File: src/rtl/counter_sweep_ctrl.sv
// Triangle-sweep sequencer for an up/down count datapath: lo -> hi -> lo,
// optional dwell at each turning point, repeated n_sweeps times.
module counter_sweep_ctrl #(
    parameter int WIDTH   = 4,
    parameter int DWELL_W = 4,
    parameter int NSW_W   = 4
) (
    input  logic               clk,
    input  logic               reset,
    input  logic               start,
    input  logic               abort,
    input  logic [WIDTH-1:0]   lo,
    input  logic [WIDTH-1:0]   hi,
    input  logic [DWELL_W-1:0] dwell,
    input  logic [NSW_W-1:0]   n_sweeps,
    output logic [WIDTH-1:0]   count,
    output logic               dir,
    output logic               busy,
    output logic               done,
    output logic               cfg_err,
    output logic [NSW_W-1:0]   sweeps_done
);

    typedef enum logic [2:0] {IDLE, UP, DWELL_HI, DOWN, DWELL_LO, DONE} state_t;

    localparam logic [WIDTH-1:0]   C_ONE = 1;
    localparam logic [DWELL_W-1:0] T_ONE = 1;
    localparam logic [NSW_W-1:0]   S_ONE = 1;

    state_t             state;
    logic [WIDTH-1:0]   lo_q;
    logic [WIDTH-1:0]   hi_q;
    logic [DWELL_W-1:0] dwell_q;
    logic [NSW_W-1:0]   nsw_q;
    logic [DWELL_W-1:0] timer;

    logic [WIDTH-1:0]   count_inc;
    logic [WIDTH-1:0]   count_dec;
    logic [NSW_W-1:0]   sweeps_inc;

    always_comb begin
        count_inc  = count + C_ONE;
        count_dec  = count - C_ONE;
        sweeps_inc = sweeps_done + S_ONE;
    end

    always_ff @(posedge clk or negedge reset) begin
        if (!reset) begin
            state       <= IDLE;
            count       <= '0;
            dir         <= 1'b0;
            busy        <= 1'b0;
            done        <= 1'b0;
            cfg_err     <= 1'b0;
            sweeps_done <= '0;
            timer       <= '0;
            lo_q        <= '0;
            hi_q        <= '0;
            dwell_q     <= '0;
            nsw_q       <= '0;
        end else begin
            done    <= 1'b0;
            cfg_err <= 1'b0;
            case (state)
                IDLE: begin
                    if (start) begin
                        lo_q    <= lo;
                        hi_q    <= hi;
                        dwell_q <= dwell;
                        nsw_q   <= n_sweeps;
                        if (lo >= hi || n_sweeps == '0) begin
                            cfg_err <= 1'b1;
                        end else begin
                            count       <= lo;
                            dir         <= 1'b0;
                            sweeps_done <= '0;
                            busy        <= 1'b1;
                            state       <= UP;
                        end
                    end
                end
                UP: begin
                    if (abort) begin
                        state <= IDLE;
                        busy  <= 1'b0;
                    end else begin
                        count <= count_inc;
                        if (count_inc == hi_q) begin
                            if (dwell_q != '0) begin
                                state <= DWELL_HI;
                                timer <= dwell_q;
                            end else begin
                                state <= DOWN;
                                dir   <= 1'b1;
                            end
                        end
                    end
                end
                DWELL_HI: begin
                    if (abort) begin
                        state <= IDLE;
                        busy  <= 1'b0;
                    end else begin
                        timer <= timer - T_ONE;
                        if (timer == T_ONE) begin
                            state <= DOWN;
                            dir   <= 1'b1;
                        end
                    end
                end
                DOWN: begin
                    if (abort) begin
                        state <= IDLE;
                        busy  <= 1'b0;
                    end else begin
                        count <= count_dec;
                        // Reaching lo closes one full up+down sweep.
                        if (count_dec == lo_q) begin
                            sweeps_done <= sweeps_inc;
                            if (sweeps_inc == nsw_q) begin
                                state <= DONE;
                                busy  <= 1'b0;
                                done  <= 1'b1;
                            end else if (dwell_q != '0) begin
                                state <= DWELL_LO;
                                timer <= dwell_q;
                            end else begin
                                state <= UP;
                                dir   <= 1'b0;
                            end
                        end
                    end
                end
                DWELL_LO: begin
                    if (abort) begin
                        state <= IDLE;
                        busy  <= 1'b0;
                    end else begin
                        timer <= timer - T_ONE;
                        if (timer == T_ONE) begin
                            state <= UP;
                            dir   <= 1'b0;
                        end
                    end
                end
                DONE: begin
                    state <= IDLE;
                end
                default: begin
                    state <= IDLE;
                    busy  <= 1'b0;
                end
            endcase
        end
    end

endmodule
File: config.mk
export PLATFORM = sky130hd
export DESIGN_NAME = counter_sweep_ctrl
export DESIGN_NICKNAME = d
export VERILOG_FILES = /design/src/rtl/counter_sweep_ctrl.sv
export SDC_FILE = /design/constraint.sdc
export NUM_CORES = 1
export LEC_CHECK = 0
export ABC_AREA = 1
export CORE_MARGIN = 2
export CORE_UTILIZATION = 55
export CTS_CLUSTER_DIAMETER = 30
export DETAILED_ROUTE_END_ITERATION = 12
export PLACE_DENSITY = 0.78
export SYNTH_ARGS = -nofsm -noshare
export SYNTH_HDL_FRONTEND = slang
export SYNTH_SLANG_ARGS = --single-unit
export TNS_END_PERCENT = 20
File: constraint.sdc
create_clock -name clk -period 2.4 [get_ports clk]
set_clock_uncertainty 0.15 [all_clocks]
set_input_delay 0.72 -clock clk [delete_from_list [all_inputs] [get_ports clk]]
set_output_delay 0.72 -clock clk [all_outputs]
set_load 0.02 [all_outputs]
==> metrics.yaml <==
run_status:
  outcome: "finished, final reports clean"
placement:
  place_congestion: 0.920
  port_buffers: 31
  dp_hpwl_um: 4040
  placed_cells: 412
floorplanning:
  die_w_um: 68.7
  core-area_mm2: 0.00400
  num_io_pins: 32
  start_util_pct: 57.5
  dieHeight_um: 68.7
  dieArea_mm2: 0.00471
  rows: 23
logic_synthesis:
  synth_top_cell_area_share_pct: 38.1
  yosysWarnings: 0
  synthFlopType: "dfrtp_1"
  ys_ff_latch: 35
  yosysSeqAreaShare_pct: 38.1
  synth_top_area_cell: "dfrtp_1"
  synth.area.top_cells: "dfrtp_1, nand2_1, o21ai_0"
  synth_edf_count: 0
  async_flop_share_pct: 100
  synth_nets: 352
  avgSynthCellArea_um2: 7.12
  synth.cell_area_mm2: 0.00230
  synth_most_common_cell: "nand2_1"
  ys_top_cells_by_count: "nand2_1, inv_1, dfrtp_1"
  ys_types: 29
  synthCells: 323
grt:
  grt_use_total_pct: 26.6
  grt_pass1_wl_um: 9260
  grt_pass1_vias: 2087
  antenna_found_initial: 0
  grt_max_degree: 36
  gr-total-overflow: 0
cts:
  htree_num_levels: 2
  cts_sinks: 35
  cts_tree: "yes"
  root_buffer: "clkbuf_8"
  cts_max_path_buffers: 2
  clk_pin_slew_ns: 0.07
  cts_hold_buf: 0
  clk_latency_ns: 0.29
  tritoncts.num_buffers: 5
job:
  cap_violations: 0
sta:
  drv_slew: 0
  slew_headroom_pct: 69.7
  fmax_ghz: 0.437
  period_share_pct: 95.3
  fin_crit_ns: 2.29
  setup_viol: 0
  max_slew.worst_pin.slew_ns: 0.455
  rsz0062_at_grt: "false"
  finalHoldViolCount: 0
drt:
  wirelength_um: 5360
  routed_via_density: 5.27
  dr.pass1.iters: 4
  ant_nets: 0
  routedWlPerCell_um: 12.8
  drtIter0Drc: 214
  drc: 0
  vias: 2212
final_layout:
  diodes: 0
  fin_util_pct: 72.6
  drive_gt1_share_pct: 15.4
  final_cells: 420
  syn2layout_area_growth_pct: 26.2
  finalNetCount: 399
worst_setup_path:
  path_cells: "clkdlybuf4s50_1"
  critPathLaunchType: "register"
  slowest_stage: "clkdlybuf4s50_1"
  critPathMaxStageDelay_ns: 0.65
  critPathRequiredTime_ns: 1.53
  critPathBufInv: 1
  critPathArrivalTime_ns: 1.42
  critPathKind: "register to primary output"
  endpoint_kind: "primary output"
  cp_max_fo: 7
  crit_family: "buffers and inverters"
power_and_ir_drop:
  power_density_mw_per_mm2: 1200
  p_leak_nw: 1.50
  peakVddDrop_mv: 0.599
min_path:
  hold_path.class: "register to register"
==> report_power, final <==
| group | switching [mW] | leakage, nW | internal [mW] |
|---|---|---|---|
| Combinational | 1.19 | 1.02 | 0.792 |
| Sequential | 0.226 | 0.436 | 0.840 |
| Clock | 0.204 | 0.0470 | 0.225 |
==> flip-flops by register name (all words and copies together), names as in the netlist <==
| signal | count |
|---|---|
| count | 4 |
| dwell_q | 4 |
| hi_q | 4 |
| lo_q | 4 |
| nsw_q | 4 |
| sweeps_done | 4 |
| timer | 4 |
| state | 3 |
| busy | 1 |
| cfg_err | 1 |
| dir | 1 |
| done | 1 |
==> layout by cell type (no fill, tap or decap), drive strengths merged, types with 4 or more instances in the layout <==
cell           netlist  final
nor2                24     24
clkbuf               0      6
dfrtp               35     35
o21ai               33     33
nand3               23     23
ha                   9      9
dlymetal6s2s         0      6
mux2                 4      4
a21oi               11     11
clkdlybuf4s50        0     22
nand3b               4      4
nand4                7      7
buf                  3     12
inv                 46     46
nand2              108    108
nor3                 4      4
==> metrics by stage <==
stage	hold WS [ns]	cell area, µm²	power, mW	setup slack (ns)	setup TNS, ns
6_report	0.324	2900	3.48	0.113	0
5_1_grt	0.363	2900	3.85	0.0440	0
4_1_cts	0.332	2870	3.46	0.00561	0
3_5_place_dp	0.310	2740	2.99	-0.382	-4.07
3_3_place_gp	0.309	2740	2.93	-0.283	-2.98
2_1_floorplan	0.274	2300	2.42	0.204	0
==> cells by family (layout without fill, tap and decap cells) <==
| kind of cell | Yosys count | in the layout | synth area share [%] |
|---|---|---|---|
| flops | 35 | 35 | 38.1 |
| compound gates | 47 | 47 | 10.8 |
| xor+xnor | 6 | 6 | 2.29 |
| fa+ha+maj | 9 | 9 | 4.90 |
| buf+inv | 50 | 97 | 8.32 |
| simple gates | 172 | 172 | 33.7 |
| mux | 4 | 4 | 1.96 |
==> final timing paths <==
kind                                        endpoint  slack [ns]                  startpoint  cells after the start
worst min register to register      busy$_DFFE_PN0P_        0.32            busy$_DFFE_PN0P_                      2
worst max-delay path                  sweeps_done[0]        0.11  sweeps_done[0]$_DFFE_PN0P_                      1
min in group asynchronous       nsw_q[3]$_DFFE_PN0P_        0.69                       reset                      2
max in group asynchronous       count[1]$_DFFE_PN0P_        1.06                       reset                      2
worst min-delay path                busy$_DFFE_PN0P_        0.32            busy$_DFFE_PN0P_                      2
worst max register to register  timer[0]$_DFFE_PN0P_        0.26        count[1]$_DFFE_PN0P_                     11
==> worst min-delay path, delay by kind of cell, from the launching register on <==
kind | cells | cell delay, ns
AND/OR/NAND/NOR | 2 | 0.09
flip-flops | 1 | 0.35
==> metal layers <==
metal  global-route usage (%)  up-vias  wire length, µm
met1                     33.8     1006             2440
met5                        0        -                0
met3                     5.52       10              299
met2                     44.4       62             2540
li1                         -     1134                -
met4                     9.75        0               83
==> area by class of cell <==
type | count | area, µm²
multi-input combinational | 238 | 1290
clock inverter | 1 | 5.00
inverter | 47 | 176
fill | 335 | 1100
timing repair buffer | 43 | 412
clock buffer | 6 | 82.6
sequential | 35 | 877
tap | 50 | 62.6
==> repair_timing <==
action                     CTS  global route
setup buffers                0             1
setup endpoints to repair   10            15
pin swaps                    4             6
resized for setup           12            13
No activity file was read; power rests on OpenSTA's default activity.
